## src/rtl/color_pkg.sv

```systemverilog
// Shared types and constant helpers for the RGB channel-width expander.
// The scale helpers give exact round-to-nearest widening via multiply, add and shift.
package color_pkg;

   typedef enum logic [1:0] {
      ZERO_PAD    = 2'd0,
      REPLICATE   = 2'd1,
      ROUND_SCALE = 2'd2,
      GRAY        = 2'd3
   } expand_mode_t;

   localparam int GRAY_KR = 77;
   localparam int GRAY_KG = 150;
   localparam int GRAY_KB = 29;

   // y = floor((x*A + h) / D) with D = 2^iw-1, A = 2^ow-1, h = (D-1)/2.
   // A reciprocal m = ceil(2^s / D) is exact whenever 2^s >= Nmax * D.
   function automatic int scale_shift(input int iw, input int ow);
      longint d;
      longint a;
      longint h;
      longint bound;
      int     s;
      d     = (longint'(1) << iw) - 1;
      a     = (longint'(1) << ow) - 1;
      h     = (d - 1) / 2;
      bound = (d * a + h) * d;
      s     = 0;
      while ((longint'(1) << s) < bound) s++;
      return s;
   endfunction

   function automatic longint scale_recip(input int iw, input int ow);
      longint d;
      d = (longint'(1) << iw) - 1;
      return ((longint'(1) << scale_shift(iw, ow)) + d - 1) / d;
   endfunction

   function automatic longint scale_mult(input int iw, input int ow);
      return ((longint'(1) << ow) - 1) * scale_recip(iw, ow);
   endfunction

   function automatic longint scale_round(input int iw, input int ow);
      longint d;
      d = (longint'(1) << iw) - 1;
      return ((d - 1) / 2) * scale_recip(iw, ow);
   endfunction

   function automatic int bit_width(input longint v);
      int w;
      w = 1;
      while (w < 63 && (v >> w) != 0) w++;
      return w;
   endfunction

endpackage

```

## src/rtl/color_expand_channel.sv

```systemverilog
// One colour channel: multiply stage, rounding-add stage, shift/select stage.
// Stage enables and per-stage modes come from the top-level control pipeline.
module color_expand_channel
   import color_pkg::*;
#(
   parameter int IW = 5,
   parameter int OW = 8
)
(
   input  logic         clk,
   input  logic         rst_n,
   input  logic         en1,
   input  logic         en2,
   input  logic         en3,
   input  expand_mode_t mode1,
   input  expand_mode_t mode2,
   input  logic [IW-1:0] x,
   output logic [OW-1:0] y
);

   localparam int     S   = scale_shift(IW, OW);
   localparam longint K_L = scale_mult(IW, OW);
   localparam longint R_L = scale_round(IW, OW);
   localparam int     KW  = bit_width(K_L);
   localparam int     PW  = IW + KW + 1;
   localparam logic [PW-1:0] K   = PW'(K_L);
   localparam logic [PW-1:0] RND = PW'(R_L);

   logic [IW-1:0] x_reg;
   logic [PW-1:0] prod_reg;
   logic [PW-1:0] sum_reg;
   logic [OW-1:0] simple_reg;
   logic [OW-1:0] y_reg;
   logic [OW-1:0] zpad;
   logic [OW-1:0] repl;
   logic [OW-1:0] scaled;

   assign zpad   = OW'(x_reg) << (OW - IW);
   assign scaled = OW'(sum_reg >> S);

   // MSB-first repetition of the input pattern, truncated to OW bits
   generate
      for (genvar gi = 0; gi < OW; gi++) begin : g_repl
         assign repl[OW-1-gi] = x_reg[IW-1-(gi % IW)];
      end
   endgenerate

   always_ff @(posedge clk or negedge rst_n) begin
      if (!rst_n) begin
         x_reg      <= '0;
         prod_reg   <= '0;
         sum_reg    <= '0;
         simple_reg <= '0;
         y_reg      <= '0;
      end else begin
         if (en1) begin
            x_reg    <= x;
            prod_reg <= PW'(x) * K;
         end
         if (en2) begin
            sum_reg    <= prod_reg + RND;
            simple_reg <= (mode1 == REPLICATE) ? repl : zpad;
         end
         if (en3) begin
            y_reg <= (mode2 == ZERO_PAD || mode2 == REPLICATE) ? simple_reg : scaled;
         end
      end
   end

   assign y = y_reg;

endmodule

```

## src/rtl/color_expand_pipe.sv

```systemverilog
// RGB channel-width expander with valid/ready backpressure, one pixel per cycle.
// Define COLOR_EXPAND_GRAY_EN to add the fourth (grayscale) stage and enable mode 3.
module color_expand_pipe
   import color_pkg::*;
#(
   parameter int R_IW   = 5,
   parameter int G_IW   = 6,
   parameter int B_IW   = 5,
   parameter int OW     = 8,
   parameter int USER_W = 1
)
(
   input  logic              clk_in,
   input  logic              rst_n_in,
   input  logic              valid_in,
   output logic              ready_out,
   input  logic [1:0]        mode_in,
   input  logic [R_IW-1:0]   red_in,
   input  logic [G_IW-1:0]   green_in,
   input  logic [B_IW-1:0]   blue_in,
   input  logic [USER_W-1:0] user_in,
   output logic              valid_out,
   input  logic              ready_in,
   output logic [OW-1:0]     red_out,
   output logic [OW-1:0]     green_out,
   output logic [OW-1:0]     blue_out,
   output logic [USER_W-1:0] user_out
);

`ifdef COLOR_EXPAND_GRAY_EN
   localparam int PIPE = 4;
`else
   localparam int PIPE = 3;
`endif

   logic [PIPE:1]     vld_reg;
   logic [PIPE:0]     vld_chain;
   logic [PIPE:1]     ok;
   logic [PIPE:1]     en;
   expand_mode_t      mode_reg [1:PIPE-1];
   logic [USER_W-1:0] user_reg [1:PIPE];
   logic [OW-1:0]     red_ch;
   logic [OW-1:0]     green_ch;
   logic [OW-1:0]     blue_ch;

   assign vld_chain = {vld_reg, valid_in};

   // Stage k may be overwritten when any stage from k to the output is empty,
   // or the output is being taken; this collapses bubbles anywhere downstream.
   generate
      for (genvar gi = 1; gi <= PIPE; gi++) begin : g_ctl
         assign ok[gi] = ready_in | ~(&vld_reg[PIPE:gi]);
         assign en[gi] = ok[gi] & vld_chain[gi-1];
      end
   endgenerate

   assign ready_out = ok[1];
   assign valid_out = vld_reg[PIPE];
   assign user_out  = user_reg[PIPE];

   always_ff @(posedge clk_in or negedge rst_n_in) begin
      if (!rst_n_in) begin
         vld_reg <= '0;
         for (int k = 1; k <= PIPE - 1; k++) mode_reg[k] <= ZERO_PAD;
         for (int k = 1; k <= PIPE; k++) user_reg[k] <= '0;
      end else begin
         for (int k = 1; k <= PIPE; k++) begin
            if (ok[k]) vld_reg[k] <= vld_chain[k-1];
         end
         if (en[1]) begin
            mode_reg[1] <= expand_mode_t'(mode_in);
            user_reg[1] <= user_in;
         end
         for (int k = 2; k <= PIPE - 1; k++) begin
            if (en[k]) mode_reg[k] <= mode_reg[k-1];
         end
         for (int k = 2; k <= PIPE; k++) begin
            if (en[k]) user_reg[k] <= user_reg[k-1];
         end
      end
   end

   color_expand_channel #(.IW(R_IW), .OW(OW)) u_red (
      .clk(clk_in), .rst_n(rst_n_in),
      .en1(en[1]), .en2(en[2]), .en3(en[3]),
      .mode1(mode_reg[1]), .mode2(mode_reg[2]),
      .x(red_in), .y(red_ch)
   );

   color_expand_channel #(.IW(G_IW), .OW(OW)) u_green (
      .clk(clk_in), .rst_n(rst_n_in),
      .en1(en[1]), .en2(en[2]), .en3(en[3]),
      .mode1(mode_reg[1]), .mode2(mode_reg[2]),
      .x(green_in), .y(green_ch)
   );

   color_expand_channel #(.IW(B_IW), .OW(OW)) u_blue (
      .clk(clk_in), .rst_n(rst_n_in),
      .en1(en[1]), .en2(en[2]), .en3(en[3]),
      .mode1(mode_reg[1]), .mode2(mode_reg[2]),
      .x(blue_in), .y(blue_ch)
   );

`ifdef COLOR_EXPAND_GRAY_EN
   // Coefficients sum to 256, so the luma sum never exceeds 256*(2^OW-1)+128.
   logic [OW+7:0] luma;
   logic [OW-1:0] red_reg;
   logic [OW-1:0] green_reg;
   logic [OW-1:0] blue_reg;
   logic [OW-1:0] gray;

   assign luma = (OW+8)'(GRAY_KR) * (OW+8)'(red_ch)
               + (OW+8)'(GRAY_KG) * (OW+8)'(green_ch)
               + (OW+8)'(GRAY_KB) * (OW+8)'(blue_ch)
               + (OW+8)'(128);
   assign gray = OW'(luma >> 8);

   always_ff @(posedge clk_in or negedge rst_n_in) begin
      if (!rst_n_in) begin
         red_reg   <= '0;
         green_reg <= '0;
         blue_reg  <= '0;
      end else if (en[4]) begin
         if (mode_reg[3] == GRAY) begin
            red_reg   <= gray;
            green_reg <= gray;
            blue_reg  <= gray;
         end else begin
            red_reg   <= red_ch;
            green_reg <= green_ch;
            blue_reg  <= blue_ch;
         end
      end
   end

   assign red_out   = red_reg;
   assign green_out = green_reg;
   assign blue_out  = blue_reg;
`else
   assign red_out   = red_ch;
   assign green_out = green_ch;
   assign blue_out  = blue_ch;
`endif

endmodule
```

## config.mk

```make
export PLATFORM = sky130hd
export DESIGN_NAME = color_expand_pipe
export DESIGN_NICKNAME = d
export VERILOG_FILES = /design/src/rtl/color_pkg.sv /design/src/rtl/color_expand_channel.sv /design/src/rtl/color_expand_pipe.sv
export SDC_FILE = /design/constraint.sdc
export NUM_CORES = 1
export LEC_CHECK = 0
export BUFFER_PORTS_ARGS = -buffer_cell sky130_fd_sc_hd__buf_2
export CAP_MARGIN = 40
export CORE_MARGIN = 2
export CORE_UTILIZATION = 60
export DETAILED_ROUTE_END_ITERATION = 8
export PLACE_DENSITY_LB_ADDON = 0.25
export SYNTH_ARGS = -nofsm -noshare
export SYNTH_HDL_FRONTEND = slang
export SYNTH_SLANG_ARGS = --single-unit
```

## constraint.sdc

```tcl
create_clock -name clk_in -period 2.8 [get_ports clk_in]
set_input_delay 0.14 -clock clk_in [delete_from_list [all_inputs] [get_ports clk_in]]
set_output_delay 0.14 -clock clk_in [all_outputs]
set_load 0.005 [all_outputs]
```

==> impl_results.html <==
<table>
<tr><th>Metric</th><th>Value</th></tr>
<tr><th colspan="2">Job</th></tr>
<tr><td>Max-cap violation count</td><td>0</td></tr>
<tr><th colspan="2">Placement</th></tr>
<tr><td>Detail Placement HPWL</td><td>23.7 mm</td></tr>
<tr><td>Post-DP Area</td><td>between 15000 and 20000 um^2</td></tr>
<tr><td>Number of buffers inserted by port buffering</td><td>49</td></tr>
<tr><td>Routability Congestion</td><td>0.952</td></tr>
<tr><td>Number of placed instances with taps included</td><td>1863</td></tr>
<tr><th colspan="2">Synth</th></tr>
<tr><td>Post-synth net total</td><td>1523</td></tr>
<tr><td>Number of library cell types mapped by synthesis</td><td>64</td></tr>
<tr><td>Most used DFF post-synth</td><td>sky130_fd_sc_hd__dfrtp_1</td></tr>
<tr><td>Register bit total from synthesis</td><td>174</td></tr>
<tr><td>Top post-synthesis cells by area</td><td>sky130_fd_sc_hd__dfrtp_1 (35%), sky130_fd_sc_hd__ha_1 (12%), sky130_fd_sc_hd__fa_1 (9.4%)</td></tr>
<tr><td>Synthesized netlist cell count</td><td>1326</td></tr>
<tr><td>Most area-hungry cell type in the Yosys netlist</td><td>sky130_fd_sc_hd__dfrtp_1</td></tr>
<tr><td>Total of warnings raised by yosys</td><td>0</td></tr>
<tr><td>Post-synth EDFFs</td><td>0</td></tr>
<tr><td>Post-synth design cell area</td><td>12400 um^2</td></tr>
<tr><td>Part of the Yosys area used for sequential elements</td><td>a little over a third</td></tr>
<tr><td>Post-synthesis average cell area</td><td>9.33 um^2</td></tr>
<tr><td>Share of the synthesized area in the top cell type</td><td>35.2%</td></tr>
<tr><td>Async SR Flop Fraction</td><td>100%</td></tr>
<tr><th colspan="2">Timing</th></tr>
<tr><td>Count of pins over their slew limit</td><td>0</td></tr>
<tr><td>Share of the clock period used by the worst path</td><td>122%</td></tr>
<tr><td>Post-layout minimum cycle time</td><td>3.42 ns</td></tr>
<tr><td>Final hold violation count</td><td>0</td></tr>
<tr><td>Setup TNS</td><td>-19.22 ns</td></tr>
<tr><td>Setup repair after global routing missed its margin</td><td>true</td></tr>
<tr><td>Final setup violating endpoints</td><td>53</td></tr>
<tr><td>Worst Clk Skew</td><td>0.0152 ns</td></tr>
<tr><td>Relative slew slack</td><td>43.7%</td></tr>
<tr><td>Final critical-path setup slack</td><td>-0.622 ns</td></tr>
<tr><td>Transition time at the pin with the least slew margin</td><td>0.845 ns</td></tr>
<tr><td>Highest Clock Rate</td><td>292 MHz</td></tr>
<tr><th colspan="2">Critical path</th></tr>
<tr><td>Path depth of the worst reg2reg path</td><td>7</td></tr>
<tr><td>Largest stage delay on the critical path</td><td>between 0.5 and 0.6 ns</td></tr>
<tr><td>Critical path type</td><td>primary input to flop</td></tr>
<tr><td>Type of origin of the critical path</td><td>primary input</td></tr>
<tr><td>Crit path capture type</td><td>flop</td></tr>
<tr><td>Cell at the slowest stage of the critical path</td><td>sky130_fd_sc_hd__fa_2</td></tr>
<tr><td>CP dominant cell by count</td><td>sky130_fd_sc_hd__inv_2</td></tr>
<tr><td>Peak fanout along the critical path</td><td>4</td></tr>
<tr><td>R2r startpoint</td><td>u_green.prod_reg[17]</td></tr>
<tr><td>CP required</td><td>3.11 ns</td></tr>
<tr><td>Chain of cells forming the critical path</td><td>buf_6, inv_2, fa_2, inv_2, fa_1, inv_2, fa_1, inv_2, ha_4, buf_6, o21ai_4, o211ai_1, buf_4, a31oi_4, o21ai_2, a21o_1, nor4_2, a221oi_2</td></tr>
<tr><td>Critical path data arrival time</td><td>about 3.7 ns</td></tr>
<tr><td>Reg-to-reg endpoint</td><td>u_green.sum_reg[27]</td></tr>
<tr><td>Reg-to-reg slack, setup</td><td>between 0.3 and 0.4 ns</td></tr>
<tr><th colspan="2">Cells and area</th></tr>
<tr><td>Sequential standard cell area</td><td>around 4400 um^2</td></tr>
<tr><td>Number of inserted diodes</td><td>0</td></tr>
<tr><td>Cell Count, Final, Fillers Out</td><td>~1900</td></tr>
<tr><td>Finished Core Util</td><td>83.5%</td></tr>
<tr><td>Footprint of the multi-input gates</td><td>8410 um^2</td></tr>
<tr><td>Fillers</td><td>1090</td></tr>
<tr><td>Largest register FFs</td><td>27</td></tr>
<tr><td>Total non-filler cell area in the finished layout</td><td>16900 um^2</td></tr>
<tr><td>Commonest non-fill, non-tap cells in the layout</td><td>sky130_fd_sc_hd__buf_4 (263), sky130_fd_sc_hd__nand2_1 (225), sky130_fd_sc_hd__dfrtp_1 (174)</td></tr>
<tr><td>Final nets</td><td>1846</td></tr>
<tr><td>Layout area overhead</td><td>36.6%</td></tr>
<tr><td>Share of cells above drive strength 1</td><td>33.6%</td></tr>
<tr><td>Most common library cell in the layout ignoring fill and taps</td><td>sky130_fd_sc_hd__buf_4</td></tr>
<tr><th colspan="2">Route</th></tr>
<tr><td>Via count</td><td>11200</td></tr>
<tr><td>Number of design-rule violations left by the first detailed-router iteration</td><td>810</td></tr>
<tr><td>Initial DRT Pass Iterations</td><td>7</td></tr>
<tr><td>Total wire length after detailed routing</td><td>roughly 36 mm</td></tr>
<tr><td>Residual antenna-violating net count after detailed routing</td><td>0</td></tr>
<tr><td>Detail-routed net length per standard cell</td><td>18.6 um</td></tr>
<tr><td>Post-route DRC violation count</td><td>0</td></tr>
<tr><td>DR vias/cell</td><td>5.78</td></tr>
<tr><th colspan="2">Power</th></tr>
<tr><td>Total power draw</td><td>14.3 mW</td></tr>
<tr><td>Power density normalized to cell area</td><td>approximately 840 nW/um^2</td></tr>
<tr><td>Worst vdd rail ir drop</td><td>0.726 mV</td></tr>
<tr><td>Leakage component of the power</td><td>8.12 nW</td></tr>
<tr><th colspan="2">Floorplanning</th></tr>
<tr><td>Floorplan die height</td><td>about 150 um</td></tr>
<tr><td>Core area</td><td>around 20000 um^2</td></tr>
<tr><td>I/O pin total</td><td>50</td></tr>
<tr><td>Rows</td><td>between 50 and 60</td></tr>
<tr><td>Initial Util</td><td>61.1%</td></tr>
<tr><td>Chip Width</td><td>148 um</td></tr>
<tr><td>Total die area</td><td>21800 um^2</td></tr>
<tr><th colspan="2">CTS</th></tr>
<tr><td>CTS tree</td><td>built</td></tr>
<tr><td>Sinks on Clock Net</td><td>174</td></tr>
<tr><td>Buffer levels on the longest clock path</td><td>2</td></tr>
<tr><td>Maximum level of the CTS H-tree</td><td>4</td></tr>
<tr><td>Number of buffers added by the clock tree synthesis step</td><td>17</td></tr>
<tr><td>CTS root buf</td><td>sky130_fd_sc_hd__clkbuf_16</td></tr>
<tr><td>Worst-Skew Late Latency</td><td>between 0.4 and 0.5 ns</td></tr>
<tr><td>Clock transition time at the flip-flop clock pins of the worst setup and hold paths</td><td>0.07 ns</td></tr>
<tr><th colspan="2">Run status</th></tr>
<tr><td>Failing checks</td><td>setup timing</td></tr>
<tr><td>Run status</td><td>complete, but fails checks</td></tr>
<tr><th colspan="2">Hold path</th></tr>
<tr><td>Startpoint of the tightest hold check path</td><td>green_in[1]</td></tr>
<tr><td>Classification of the worst-slack hold path</td><td>primary input to flop</td></tr>
<tr><td>Hold Path Cell Cnt</td><td>4</td></tr>
<tr><td>Terminating pin of the worst hold path</td><td>u_green.prod_reg[23]</td></tr>
<tr><th colspan="2">Global route</th></tr>
<tr><td>Antenna violations before repair</td><td>0</td></tr>
<tr><td>Via count of the first global-routing pass</td><td>11700</td></tr>
<tr><td>Wire length of the first global-routing pass</td><td>between 50 and 60 mm</td></tr>
<tr><td>Pin count of the biggest net entering global routing</td><td>slightly below 80</td></tr>
<tr><td>Gr usage total</td><td>33.1%</td></tr>
<tr><td>Grt ovf</td><td>0</td></tr>
</table>
-- where the power goes --
part           switching (mW)  internal, mW  total (mW)
sequential              0.557          3.28        3.84
combinational            3.99          3.93        7.91
clock                    1.24          1.26        2.50
-- worst max-delay path, delay by kind of cell --
| family | cells | cell delay [ns] |
|---|---|---|
| adders and majority gates | 4 | 1.84 |
| AOI/OAI and AO/OA | 6 | 0.89 |
| buffers and inverters | 7 | 0.57 |
| and+or+nand+nor | 1 | 0.30 |
-- cell families (layout without fill, tap and decap cells) --
| group | count (synthesis) | in the layout | synth area share [%] |
|---|---|---|---|
| flip-flops | 174 | 174 | 35.2 |
| buffers and inverters | 160 | 496 | 4.87 |
| AO/OA/AOI/OAI | 325 | 325 | 15.9 |
| XOR/XNOR | 76 | 76 | 5.38 |
| adder cells (fa/ha/maj) | 174 | 174 | 21.1 |
| multiplexers | 51 | 51 | 4.33 |
| AND/OR/NAND/NOR | 366 | 366 | 13.2 |
-- worst max-delay path by stage --
stage | start | endpoint | slack (ns) | depth (start not counted)
after floorplan | green_in[2] | u_green.prod_reg[27] | -0.84 | 15
after global placement | green_in[1] | u_green.prod_reg[27] | -0.99 | 16
after detailed placement | green_in[1] | u_green.prod_reg[18] | -1.06 | 17
after CTS | green_in[2] | u_green.prod_reg[27] | -0.53 | 16
after global routing | green_in[2] | u_green.prod_reg[26] | -0.74 | 18
final | green_in[1] | u_green.prod_reg[26] | -0.62 | 18
-- metrics by stage --
step | worst slack, ns | hold slack, ns
final | -0.622 | 0.111
after global routing | -0.735 | 0.119
after CTS | -0.525 | 0.0682
after detailed placement | -1.06 | 0.176
after global placement | -0.994 | 0.180
after floorplan | -0.842 | -0.156
-- per-layer routing --
metal	share of wire [%]	vias to the layer above	wire (um)	GRT usage, %
li1	-	5191	-	-
met1	41	5409	14800	42.6
met2	49	440	17600	55.1
met3	5.5	120	1970	5.71
met4	4.4	0	1580	15.0
met5	0	-	0	0
-- cells in the mapped netlist, types with 6 or more instances --
library cell / count
sky130_fd_sc_hd__nand2_1: 230
sky130_fd_sc_hd__dfrtp_1: 174
sky130_fd_sc_hd__o21ai_0: 163
sky130_fd_sc_hd__ha_1: 116
sky130_fd_sc_hd__inv_1: 114
sky130_fd_sc_hd__fa_1: 58
sky130_fd_sc_hd__a21oi_1: 49
sky130_fd_sc_hd__clkbuf_1: 41
sky130_fd_sc_hd__nor2_1: 39
sky130_fd_sc_hd__xnor2_1: 38
sky130_fd_sc_hd__xor2_1: 38
sky130_fd_sc_hd__mux2i_1: 31
sky130_fd_sc_hd__mux2_2: 20
sky130_fd_sc_hd__a21o_1: 18
sky130_fd_sc_hd__nand3_1: 18
sky130_fd_sc_hd__a211oi_1: 17
sky130_fd_sc_hd__o21bai_1: 12
sky130_fd_sc_hd__a31oi_1: 9
sky130_fd_sc_hd__nand2b_1: 9
sky130_fd_sc_hd__nor2b_1: 9
sky130_fd_sc_hd__nor3_1: 9
sky130_fd_sc_hd__o211ai_1: 9
sky130_fd_sc_hd__and3_1: 8
sky130_fd_sc_hd__nand4_1: 7
sky130_fd_sc_hd__nor4_1: 7
sky130_fd_sc_hd__and2_1: 6
sky130_fd_sc_hd__o31ai_1: 6
-- layout make-up --
cell class / instances / area share, %
Tap cell: 270 / 2.00
Clock buffer: 17 / 2.52
Timing Repair Buffer: 350 / 16.1
Clock inverter: 15 / 1.30
Inverter: 114 / 2.60
Multi-Input combinational cell: 992 / 49.8
Sequential cell: 174 / 25.8
-- timing repair --
item,CTS,global route
endpoints found under the setup margin,54,56
pin swaps,86,95
endpoints found under the hold margin,72,0
setup buffers,21,23
hold buffers,7,0
resized for setup,145,62
No activity file was read; power rests on OpenSTA's default activity.
